$ cat src/rtl/tdm_demux_ctrl.sv
// TDM demultiplexer controller: locks to a frame marker on a serial stream,
// collects eight one-bit slots into a shadow frame and publishes it as y.
module tdm_demux_ctrl (
    input  logic       clk,
    input  logic       rst_n,
    input  logic       en,
    input  logic       a,
    input  logic       sync,
    input  logic [7:0] mask,
    output logic [2:0] s,
    output logic [7:0] y,
    output logic       frame_vld,
    output logic       lock,
    output logic       err
);

    // Output handshake: frame_vld is a valid-only strobe with no ready; y is
    // stable from the frame_vld cycle until the next frame_vld and must be
    // taken by the consumer while it holds.
    typedef enum logic {
        HUNT = 1'b0,
        RUN  = 1'b1
    } state_t;

    state_t     state, state_nx;
    logic [2:0] s_nx;
    logic [7:0] shadow, shadow_nx;
    logic [7:0] y_nx;
    logic [1:0] miss, miss_nx, miss_inc;
    logic       vld_nx, err_nx;
    logic       a_m;

    // In HUNT s is 0, so this also masks the slot-0 bit taken on lock-in.
    assign a_m      = a & mask[s];
    assign miss_inc = (miss == 2'd3) ? 2'd3 : miss + 2'd1;
    assign lock     = (state == RUN);

    always_ff @(posedge clk or negedge rst_n) begin
        if (!rst_n) begin
            state     <= HUNT;
            s         <= 3'd0;
            shadow    <= 8'h00;
            y         <= 8'h00;
            miss      <= 2'd0;
            frame_vld <= 1'b0;
            err       <= 1'b0;
        end else begin
            state     <= state_nx;
            s         <= s_nx;
            shadow    <= shadow_nx;
            y         <= y_nx;
            miss      <= miss_nx;
            frame_vld <= vld_nx;
            err       <= err_nx;
        end
    end

    always_comb begin
        state_nx  = state;
        s_nx      = s;
        shadow_nx = shadow;
        y_nx      = y;
        miss_nx   = miss;
        vld_nx    = 1'b0;
        err_nx    = 1'b0;

        if (!en) begin
            state_nx  = HUNT;
            s_nx      = 3'd0;
            shadow_nx = 8'h00;
            miss_nx   = 2'd0;
        end else begin
            case (state)
                HUNT: begin
                    if (sync) begin
                        state_nx  = RUN;
                        shadow_nx = {7'd0, a_m};
                        s_nx      = 3'd1;
                        miss_nx   = 2'd0;
                    end
                end
                RUN: begin
                    if (sync && (s != 3'd0)) begin
                        // Frame slip: drop the partial frame and realign here.
                        err_nx    = 1'b1;
                        shadow_nx = {7'd0, a_m};
                        s_nx      = 3'd1;
                        miss_nx   = 2'd0;
                    end else if (s == 3'd0) begin
                        if (!sync && (miss_inc >= 2'd2)) begin
                            state_nx  = HUNT;
                            s_nx      = 3'd0;
                            shadow_nx = 8'h00;
                            miss_nx   = 2'd0;
                        end else begin
                            miss_nx   = sync ? 2'd0 : miss_inc;
                            shadow_nx = {7'd0, a_m};
                            s_nx      = 3'd1;
                        end
                    end else if (s == 3'd7) begin
                        y_nx      = {a_m, shadow[6:0]};
                        vld_nx    = 1'b1;
                        shadow_nx = 8'h00;
                        s_nx      = 3'd0;
                    end else begin
                        shadow_nx[s] = a_m;
                        s_nx         = s + 3'd1;
                    end
                end
                default: begin
                    state_nx = HUNT;
                end
            endcase
        end
    end

endmodule
$ cat config.mk
export PLATFORM = sky130hd
export DESIGN_NAME = tdm_demux_ctrl
export DESIGN_NICKNAME = d
export VERILOG_FILES = /design/src/rtl/tdm_demux_ctrl.sv
export SDC_FILE = /design/constraint.sdc
export NUM_CORES = 1
export LEC_CHECK = 0
export ABC_AREA = 1
export BUFFER_PORTS_ARGS = -buffer_cell sky130_fd_sc_hd__buf_2
export CORE_MARGIN = 2
export CORE_UTILIZATION = 34
export DETAILED_ROUTE_END_ITERATION = 10
export GPL_TIMING_DRIVEN = 0
export HOLD_SLACK_MARGIN = 0.1
export SKIP_LAST_GASP = 1
export SLEW_MARGIN = 20
export SYNTH_ARGS = -nofsm -noshare
export SYNTH_HDL_FRONTEND = slang
export SYNTH_SLANG_ARGS = --single-unit
$ cat constraint.sdc
create_clock -name clk -period 1.83 [get_ports clk]
set_input_delay 0.183 -clock clk [delete_from_list [all_inputs] [get_ports clk]]
set_output_delay 0.183 -clock clk [all_outputs]
set_load 0.02 [all_outputs]
After elaboration in Yosys (flattened, before gate mapping). Index checks and enable logic that the tools add are counted.

Flip-flop bits (word level): 24. Bits in latches: 0. RAM bits: 0. ROM bits: 0. Bits of input ports: 13. Output and inout port bits: 14. Word-level logic and storage cells: 69. Memories kept: 0.

Add/subtract/negate cells: 2. Multipliers: 0. Divide/modulo/power cells: 0. $lt $le $gt $ge: 3. Equal/unequal tests: 4. Shift operators: 0. Muxes and demuxes: 41. Bitwise logic cells: 4. Reductions and logical operators: 8.

Operator list (number): 8-bit 2-to-1 mux (5); 1-bit 2-to-1 mux (17); 8-bit one-hot mux with 2 select lines (1); 3-bit 2-to-1 mux (5); 2-bit 2-to-1 mux (7); 8-bit bitwise mux (1); 3-bit one-hot mux with 2 select lines (1); 5-bit AND reduction (1); 3-bit by 4-bit < comparator with 1-bit output (second input constant) (1); 4-bit by 2-bit inequality test with 1-bit output (second input constant) (1); 2-bit one-hot mux with 2 select lines (1); 3-bit by 1-bit adder with 3-bit output (second input constant) (1); 1-bit binary-select mux with 3-bit select (1); 1-bit demux with 3-bit select (1); 3-bit equality test (second input constant) (1); 3-bit by 1-bit greater-or-equal comparator with 1-bit output (second input constant) (1); 1-bit logical AND (3); 3-bit logical NOT (1); 3-bit inequality test (second input constant) (1); 1-bit NOT (3); 3-bit nonzero test (1); 2-bit by 1-bit adder with 2-bit output (second input constant) (1); 2-bit equality test (second input constant) (1); 2-bit greater-or-equal comparator (second input constant) (1); 4 further kinds (4).

Longest topological paths before layout. Gate-level depths: netlist (run 1).

Depth in word-level cells: 10. Depth in mapped cells: 10.

Worst setup path after synthesis (run 1). Ideal clock, no wire load.

Path kind: reg-to-reg. Start: register s[1]. End: register y[0]. Arrival: 1663 ps. Required time: 1704 ps. Slack: 42 ps. Cell stages (with the launch flop): 8. Clock period less this slack: 1788 ps. Cell sequence: dfrtp_1 > clkinv_1 > ha_1 > inv_1 > nor2_1 > nor4_4 > buf_6 > o21ai_0.

Cells in the longest elaborated chain, start to end: 4.

Ends and longest elaborated chain: from (decl) (RTL line 10) `output logic [2:0] s,`; from (signal assigned) (RTL line 49) `s <= s_nx;`; 3-bit nonzero test (RTL line 83) `if (sync && (s != 3'd0)) begin`; 1-bit logical AND (RTL line 83); 1-bit NOT (no line); 5-bit AND reduction (no line) *; to (signal assigned) (RTL line 51) `y <= y_nx;`; to (decl) (RTL line 11) `output logic [7:0] y,`.

Every way passes the cells marked *; elsewhere a longest branch is shown, timed or not. A chain may end at the register's enable or synchronous reset.

Worst setup path in the final report (run 1).
Start: register s[0]. End: register y[6].

Same word-level chain as after synthesis.

==> results.sh, run 1 <==
export IMPL_max_slew_margin_rel_pct=66.6
export IMPL_die_x_microns=63.8
export IMPL_dieArea_sq_um=4070
export IMPL_drv_slew=0
export IMPL_synth_yosys_seq_area_share_pct=47.4
export IMPL_grt_pass1_wl_microns=4510
export IMPL_finClkSkew_ns=0.00243
export IMPL_grt_ovfl_total=0
export IMPL_leakage_uw=0.000783
export IMPL_drc=0
export IMPL_end_kind="flip-flop"
export IMPL_syn_area_sq_um=1210
export IMPL_worstSetupStartpointType="flip-flop"
export IMPL_max_freq_mhz=589
export IMPL_numPlacedInstances=224
export IMPL_drt_total_wl_microns=2470
export IMPL_crit_top_cell="buf_4"
export IMPL_max_cap_viol_count=0
export IMPL_port_buffers=25
export IMPL_postRouteAntennaNets=0
export IMPL_path_cells="buf_6 > inv_2 > ha_1 > inv_1 > nor2_2 > nor4_4 > buf_4 > buf_4 > nand2_1 > o21ai_0"
export IMPL_cts_root_buf="clkbuf_4"
export IMPL_cts_buffer_depth=2
export IMPL_n_antenna_cell=0
export IMPL_final_util_pct=44.4
export IMPL_arrival_ns=1.90
export IMPL_drive_gt1_share_pct=26.7
export IMPL_coreArea_sq_um=3390
export IMPL_vias=1125
export IMPL_cp_top_family="buffers and inverters"
export IMPL_drtIter0Drc=27
export IMPL_cp_max_fo=10
export IMPL_initial_core_util_pct=35.8
export IMPL_seqCellArea_sq_um=577
export IMPL_worstPathRequired_ns=2.03
export IMPL_yosysWarnings=0
export IMPL_grt_setup_unrepaired="false"
export IMPL_antenna_found_initial=0
export IMPL_numCtsBuffers=3
export IMPL_detail_route_wl_per_cell_microns=10.4
export IMPL_critical_path_class="reg2reg"
export IMPL_worst_path_max_delay_cell="dfrtp_1"
export IMPL_num_fill_cells=358
export IMPL_fin_nets=208
export IMPL_timing_final_crit_period_ns=1.70
export IMPL_clock_latency_ns=0.30
export IMPL_ir_drop_uv=199
export IMPL_synthToLayoutAreaGrowth_pct=23.9
export IMPL_status="finished, final reports clean"
export IMPL_cts_tree="done"
export IMPL_min_path_type="in2reg"
export IMPL_ys_ff_latch=23
export IMPL_design_area_sq_um=1510
export IMPL_tightest_slew_ns=0.501
export IMPL_grt_pass1_vias=1061
export IMPL_vias_per_cell=4.75
export IMPL_gp_congestion=0.769
export IMPL_rows=21
export IMPL_slowest_delay_ns=0.43
export IMPL_die_y_microns=63.8
export IMPL_powerDensity_nw_per_um2=601
export IMPL_final_common_cell="nand2_1"
export IMPL_path_buf_inv=5
export IMPL_grt_total_usage_pct=13.9
export IMPL_holdWs_ns=0.149
export IMPL_syn_num_nets=169
export IMPL_path_clk_slew_ns=0.12
export IMPL_ioPinCount=27
export IMPL_syn_avg_cell_area_sq_um=7.94
export IMPL_setup_viol=0
export IMPL_cts_sinks=23
export IMPL_syn_inst=153
export IMPL_synth_cell_types=21
export IMPL_layout_common_cells="nand2_1, buf_2, dfrtp_1"
export IMPL_fin_crit_sh_pct=92.8
export IMPL_firstDrtPassIters=4
export IMPL_h_tree_depth=1
export IMPL_layout_cells_non_filler=237
export IMPL_place_hpwl_microns=1830
export IMPL_multiInputGateArea_sq_um=541
export IMPL_place_area_sq_um=1400
export IMPL_grt_max_degree=24
export IMPL_finalHoldViolations=0
export IMPL_finalSetupTns_ns=0
worst min-delay path, stage by stage:
cell	delay (ns)
buf_2	0.14
nand2_1	0.07
nor2_1	0.03
state kept, by name (all words and copies together) (netlist names):
signal,cells
miss,2
err,1
shadow,7
frame_vld,1
s,3
y,8
lock,1
cells in the mapped netlist:
| cell type | number | area, sq um |
|---|---|---|
| nand4_1 | 7 | 43.8 |
| a21boi_0 | 2 | 15.0 |
| dfrtp_1 | 23 | 576 |
| nand2_2 | 3 | 18.8 |
| a21oi_1 | 1 | 5.00 |
| nand2_1 | 40 | 150 |
| ha_1 | 3 | 37.5 |
| o21a_1 | 1 | 7.51 |
| o21ai_0 | 14 | 70.1 |
| o21ai_1 | 2 | 10.0 |
| nand2_4 | 1 | 11.3 |
| inv_2 | 3 | 11.3 |
| o211ai_1 | 1 | 7.51 |
| nor4_4 | 1 | 21.3 |
| clkinv_1 | 1 | 3.75 |
| nor2_1 | 12 | 45.0 |
| nand3_1 | 16 | 80.1 |
| buf_6 | 1 | 11.3 |
| inv_1 | 16 | 60.1 |
| o21bai_1 | 2 | 15.0 |
| buf_2 | 3 | 15.0 |
metal layers:
layer / GRT usage, % / wire length [microns] / vias to the layer above
met2: 23.7 / 1180 / 31
met4: 7.07 / 56 / 0
met3: 1.94 / 95 / 6
li1: - / - / 576
met5: 0 / 0 / -
met1: 17.1 / 1140 / 512
repair_timing:
action                                  4_1_cts  5_1_grt
pin swaps                                     1        0
hold buffers                                  1        0
endpoints found under the hold margin        23        0
buffers inserted                              4        4
gates resized for setup                       2        5
endpoints found under the setup margin        9       17
path summary, 6_finish.rpt:
check | from | end | cells past startpoint | slack, ns
worst max-delay path | s[0] | y[6] | 10 | 0.13
worst min-delay path | sync | err | 3 | 0.15
worst max register to register | s[0] | y[6] | 10 | 0.13
worst min register to register | shadow[2] | y[2] | 2 | 0.49
max in group asynchronous | rst_n | s[1] | 2 | 1.11
min in group asynchronous | rst_n | lock | 2 | 0.36
metrics by stage:
step                      total power [uW]  setup WS [ns]
after floorplan                        624         0.0415
after global placement                 670         -0.113
after detailed placement               672         -0.148
after CTS                              918        0.00215
after global routing                   971        0.00234
final                                  904          0.131
cell families (layout without fill, tap and decap cells):
kind of cell | Yosys count | after routing | synth area share [%]
compound gates | 23 | 23 | 10.7
fa+ha+maj | 3 | 3 | 3.09
buf+inv | 24 | 62 | 8.34
flops | 23 | 23 | 47.4
simple gates | 80 | 80 | 30.5
layout make-up:
cell class | instances | area share (%)
Timing Repair Buffer | 34 | 13.0
Multi-Input combinational cell | 106 | 35.9
Buffer | 4 | 2.16
Tap cell | 46 | 3.82
Clock buffer | 4 | 1.75
Inverter | 20 | 5.07
Sequential cell | 23 | 38.3
where the power goes:
part	internal (uW)	switching [uW]
Sequential	516	6.16
Clock	85.1	142
Combinational	55.7	99.7
No activity file was read; power rests on OpenSTA's default activity.
==> run 2: changes to the inputs <==
--- a/config.mk
+++ b/config.mk
@@ -17,3 +17,4 @@
 export SYNTH_ARGS = -nofsm -noshare
 export SYNTH_HDL_FRONTEND = slang
 export SYNTH_SLANG_ARGS = --single-unit
+export TNS_END_PERCENT = 1
==> constraint.sdc (replaced) <==
create_clock -name clk -period 1.59 [get_ports clk]
set_input_delay 0.159 -clock clk [delete_from_list [all_inputs] [get_ports clk]]
set_output_delay 0.159 -clock clk [all_outputs]
set_load 0.02 [all_outputs]
==> run 2 against run 1 <==
- sequential power up 15%
- core utilization up 2.2 points
- global-route usage up 0.39 points
- non-clock buffer count up 4
- hold slack worse by 0.032 ns
- largest cell class unchanged
==> results.sh, run 2 (synthesized netlist as in run 1, its figures left out) <==
export IMPL_status="finished, final reports clean"
export IMPL_min_from="sync"
export IMPL_cp_max_fo=10
export IMPL_top_usage_layer="met2"
export IMPL_grt_setup_unrepaired="true"
export IMPL_leakage_uw=0.000812
export IMPL_grt_pass1_vias=1046
export IMPL_cts_tree="done"
export IMPL_path_clk_slew_ns=0.12
export IMPL_setup_slack_ns=0.0391
export IMPL_max_freq_mhz=645
export IMPL_gp_congestion=0.772
export IMPL_switchingPower_uw=308
export IMPL_cts_root_buf="clkbuf_4"
export IMPL_worstPathRequired_ns=1.81
export IMPL_timing_final_crit_period_ns=1.55
export IMPL_cts_buffer_depth=2
export IMPL_p_comb_share_pct=18.5
export IMPL_pwr_share_clk_pct=25.5
export IMPL_regMostFlops="y"
export IMPL_largestRegisters="y x8, shadow x7, s x3"
export IMPL_detail_route_wl_per_cell_microns=10.7
export IMPL_synthToLayoutAreaGrowth_pct=30.1
export IMPL_seqPwrFrac_pct=56.0
export IMPL_final_common_cell="nand2_1"
export IMPL_arrival_ns=1.77
export IMPL_end_kind="flip-flop"
export IMPL_ir_drop_uv=290
export IMPL_drive_gt1_share_pct=33.3
export IMPL_largest_reg_flops=8
export IMPL_postRouteAntennaNets=0
export IMPL_drt_total_wl_microns=2590
export IMPL_use_met3_pct=2.29
export IMPL_holdPathEnd="err"
export IMPL_vias=1124
export IMPL_path_cells="buf_8 > inv_8 > ha_4 > inv_2 > nor2_2 > nor4_4 > buf_4 > buf_2 > o21ai_1"
export IMPL_numPlacedInstances=224
export IMPL_max_slew_margin_rel_pct=66.6
export IMPL_die_x_microns=63.8
export IMPL_swShare_pct=28.7
export IMPL_n_antenna_cell=0
export IMPL_preCtsSetupSlack_ns=-0.164
export IMPL_tightest_slew_ns=0.502
export IMPL_critical_path_class="reg2reg"
export IMPL_h_tree_depth=1
export IMPL_setup_viol=0
export IMPL_layout_cells_non_filler=241
export IMPL_slowest_delay_ns=0.41
export IMPL_worst_path_max_delay_cell="dfrtp_2"
export IMPL_fin_nets=212
export IMPL_worstSetupStartpointType="flip-flop"
export IMPL_grt_util_met1_pct=18.2
export IMPL_grt_ovfl_total=0
export IMPL_clock_latency_ns=0.31
export IMPL_grt_pass1_wl_microns=4600
export IMPL_holdPathStages=3
export IMPL_vias_per_cell=4.66
export IMPL_ioPinCount=27
export IMPL_initial_core_util_pct=35.8
export IMPL_fin_crit_sh_pct=97.5
export IMPL_intPower_uw=766
export IMPL_finalHoldViolations=0
export IMPL_timing_rr_end="y[6]"
export IMPL_drc=0
export IMPL_dieArea_sq_um=4070
export IMPL_r2r_cells=9
export IMPL_rows=21
export IMPL_cts_sinks=23
export IMPL_antenna_found_initial=0
export IMPL_port_buffers=25
export IMPL_r2r_start="s[0]"
export IMPL_coreArea_sq_um=3390
export IMPL_drv_slew=0
export IMPL_grt_total_usage_pct=14.3
export IMPL_drtIter0Drc=46
export IMPL_finClkSkew_ns=0.00225
export IMPL_grt_use_met2_pct=23.3
export IMPL_min_path_type="in2reg"
export IMPL_grt_max_degree=24
export IMPL_numCtsBuffers=3
export IMPL_powerDensity_nw_per_um2=679
export IMPL_die_y_microns=63.8
export IMPL_num_fill_cells=332
export IMPL_layout_common_cells="nand2_1, buf_2, dfrtp_1"
export IMPL_r2r_slack_ns=0.04
export IMPL_max_cap_viol_count=0
export IMPL_place_hpwl_microns=1860
export IMPL_firstDrtPassIters=4
run 2: worst max path at each step:
stage	from	to	slack, ns	depth (start not counted)
2_1_floorplan	s[0]	y[5]	-0.06	9
3_3_place_gp	s[1]	y[5]	-0.17	8
3_5_place_dp	s[1]	y[5]	-0.16	8
4_1_cts	s[1]	shadow[5]	-0.02	9
5_1_grt	s[1]	shadow[1]	-0.06	9
6_report	s[0]	y[6]	0.04	9
run 2: per-layer routing:
layer / share of wire, % / wire length (microns)
met5: 0 / 0
met4: 1.9 / 49
met3: 3.5 / 91
met2: 46 / 1200
met1: 48 / 1250
run 2: cell type report:
| class | count | area, sq um | share of cell area [%] |
|---|---|---|---|
| Clock buffer | 4 | 26.3 | 1.66 |
| Sequential cell | 23 | 579 | 36.7 |
| Inverter | 20 | 87.6 | 5.54 |
| Multi-Input combinational cell | 106 | 571 | 36.1 |
| Buffer | 4 | 36.3 | 2.30 |
| Timing Repair Buffer | 38 | 223 | 14.1 |
| Tap cell | 46 | 57.6 | 3.64 |
run 2: timing repair:
item	in CTS	in global routing
hold buffers	1	0
gates cloned	0	1
endpoints found under the hold margin	23	0
pin swaps	1	4
setup endpoints to repair	17	16
resized for setup	1	10
setup buffers	5	6
run 2: power by group through the flow:
stage,logic (uW),clock network [uW],registers (uW)
floorplan,115,0,619
global placement,174,0,612
detailed placement,179,0,613
CTS,185,282,601
global route,223,314,603
finish,198,274,601
run 2: metrics by stage:
| stage | hold slack (ns) | instance area, sq um | setup TNS [ns] | util (%) | power (uW) |
|---|---|---|---|---|---|
| 3_5_place_dp | 0.161 | 1430 | -1.39 | 42.3 | 792 |
| 6_report | 0.117 | 1580 | 0 | 46.6 | 1070 |
| 4_1_cts | 0.105 | 1510 | -0.0436 | 44.5 | 1070 |
| 3_3_place_gp | 0.148 | 1430 | -1.38 | 42.3 | 786 |
| 5_1_grt | 0.105 | 1580 | -0.566 | 46.6 | 1140 |
| 2_1_floorplan | -0.137 | 1250 | -0.430 | - | 734 |
run 2: critical path, delay by kind of cell (launching register included):
family | cells | cell delay, ns
buffers and inverters | 5 | 0.53
flip-flops | 1 | 0.41
AND/OR/NAND/NOR | 2 | 0.28
adder cells (fa/ha/maj) | 1 | 0.15
AO/OA/AOI/OAI | 1 | 0.06
==> run 3: changes to the inputs <==
--- a/config.mk
+++ b/config.mk
@@ -7,7 +7,7 @@
 export LEC_CHECK = 0
 export ABC_AREA = 1
 export BUFFER_PORTS_ARGS = -buffer_cell sky130_fd_sc_hd__buf_2
-export CORE_MARGIN = 2
+export CORE_MARGIN = 4
 export CORE_UTILIZATION = 34
 export DETAILED_ROUTE_END_ITERATION = 10
 export GPL_TIMING_DRIVEN = 0
==> run 3 against run 2 <==
- clock-buffer cell count did not move
- flip-flop and latch count stayed put
- power increased by 0.56%
- worst setup slack got worse by 0.0029 ns
- die area up 13%
- sequential power is essentially flat
- first-iteration DRC count decreased by 24%
- non-clock buffer count fell by 3
- critical path depth grew 1
==> results.sh, run 3 (synthesized netlist as in run 1, its figures left out) <==
export IMPL_status="finished, final reports clean"
export IMPL_grt_total_usage_pct=12.7
export IMPL_n_antenna_cell=0
export IMPL_grt_setup_unrepaired="true"
export IMPL_synthToLayoutAreaGrowth_pct=28.0
export IMPL_max_freq_mhz=644
export IMPL_h_tree_depth=1
export IMPL_detail_route_wl_per_cell_microns=11.1
export IMPL_rows=21
export IMPL_tightest_slew_ns=0.516
export IMPL_gp_congestion=0.818
export IMPL_ioPinCount=27
export IMPL_timing_final_crit_period_ns=1.55
export IMPL_cts_sinks=23
export IMPL_min_path_type="in2reg"
export IMPL_cp_max_fo=10
export IMPL_grt_pass1_vias=991
export IMPL_finalSetupTns_ns=0
export IMPL_drt_total_wl_microns=2650
export IMPL_die_x_microns=67.8
export IMPL_ir_drop_uv=321
export IMPL_startpoint="s[0]"
export IMPL_initial_core_util_pct=35.8
export IMPL_critical_path_class="reg2reg"
export IMPL_vias_per_cell=4.58
export IMPL_drtIter0Drc=35
export IMPL_numCtsBuffers=3
export IMPL_arrival_ns=1.80
export IMPL_grt_max_degree=24
export IMPL_largestRegisters="y x8, shadow x7, s x3"
export IMPL_holdPathEnd="err"
export IMPL_fin_crit_sh_pct=97.7
export IMPL_num_fill_cells=336
export IMPL_setup_viol=0
export IMPL_worstSetupStartpointType="flip-flop"
export IMPL_cts_tree="done"
export IMPL_clock_latency_ns=0.32
export IMPL_final_common_cell="nand2_1"
export IMPL_fin_nets=209
export IMPL_final_util_pct=45.9
export IMPL_regMostFlops="y"
export IMPL_r2r_start="s[0]"
export IMPL_worstPathRequired_ns=1.84
export IMPL_holdPathStages=3
export IMPL_drive_gt1_share_pct=30.7
export IMPL_postRouteAntennaNets=0
export IMPL_firstDrtPassIters=4
export IMPL_timing_rr_end="y[5]"
export IMPL_min_from="sync"
export IMPL_place_hpwl_microns=1940
export IMPL_r2r_slack_ns=0.04
export IMPL_holdWs_ns=0.125
export IMPL_leakage_uw=0.000801
export IMPL_coreArea_sq_um=3390
export IMPL_max_slew_margin_rel_pct=65.6
export IMPL_finalHoldViolations=0
export IMPL_layout_common_cells="nand2_1, buf_2, dfrtp_1"
export IMPL_path_clk_slew_ns=0.13
export IMPL_end_kind="flip-flop"
export IMPL_vias=1090
export IMPL_port_buffers=25
export IMPL_drc=0
export IMPL_cts_root_buf="clkbuf_4"
export IMPL_largest_reg_flops=8
export IMPL_max_cap_viol_count=0
export IMPL_cts_buffer_depth=2
export IMPL_grt_pass1_wl_microns=4370
export IMPL_drv_slew=0
export IMPL_grt_ovfl_total=0
export IMPL_dieArea_sq_um=4590
export IMPL_antenna_found_initial=0
export IMPL_r2r_cells=10
export IMPL_finClkSkew_ns=0.00845
export IMPL_powerDensity_nw_per_um2=694
export IMPL_die_y_microns=67.8
## run 3: repair_timing
item                                    CTS  global route
pin swaps                                 1             2
endpoints found under the setup margin   16            16
hold endpoints to repair                 23             0
setup buffers                             5             4
resized for setup                         1             6
hold buffers                              1             0
## run 3: worst max-delay path by stage
stage / end / cells past startpoint
floorplan: y[5] / 9
global placement: y[5] / 8
detailed placement: y[5] / 8
CTS: shadow[2] / 9
global route: shadow[0] / 8
finish: y[5] / 10
## run 3: per-layer routing
layer | GRT usage, % | share of wire, % | vias up
li1 | - | - | 578
met1 | 15.7 | 47 | 483
met2 | 21.4 | 46 | 24
met3 | 2.00 | 4.3 | 5
met4 | 5.96 | 2.3 | 0
met5 | 0 | 0 | -
## run 3: layout make-up
cell class / count / area, sq um / share of cell area [%]
flip-flops and latches: 23 / 578 / 37.2
multi-input cells: 106 / 567 / 36.4
repair buffers: 35 / 203 / 13.0
inverters: 20 / 87.6 / 5.63
well taps: 46 / 57.6 / 3.70
plain buffers: 4 / 36.3 / 2.33
clock buffers: 4 / 26.3 / 1.69
## run 3: critical path, stage by stage, from the launching register on
cell	delay [ns]
dfrtp_2	0.41
buf_8	0.12
inv_8	0.04
ha_4	0.15
inv_2	0.04
nor2_2	0.04
nor4_4	0.25
buf_4	0.17
buf_6	0.13
nand2_1	0.05
o21ai_1	0.06
## run 3: stage by stage
stage	cell area [sq um]	std cells	setup WS, ns	power, uW
2_1_floorplan	1250	153	-0.0561	734
3_3_place_gp	1430	224	-0.168	787
3_5_place_dp	1430	224	-0.162	791
4_1_cts	1510	234	-0.0163	1060
5_1_grt	1560	238	-0.105	1140
6_report	1560	238	0.0362	1080
## run 3: report_power, final
part	switching, uW	total (uW)	internal (uW)
logic	126	202	76.7
registers	7.24	601	594
clock network	178	276	98.1
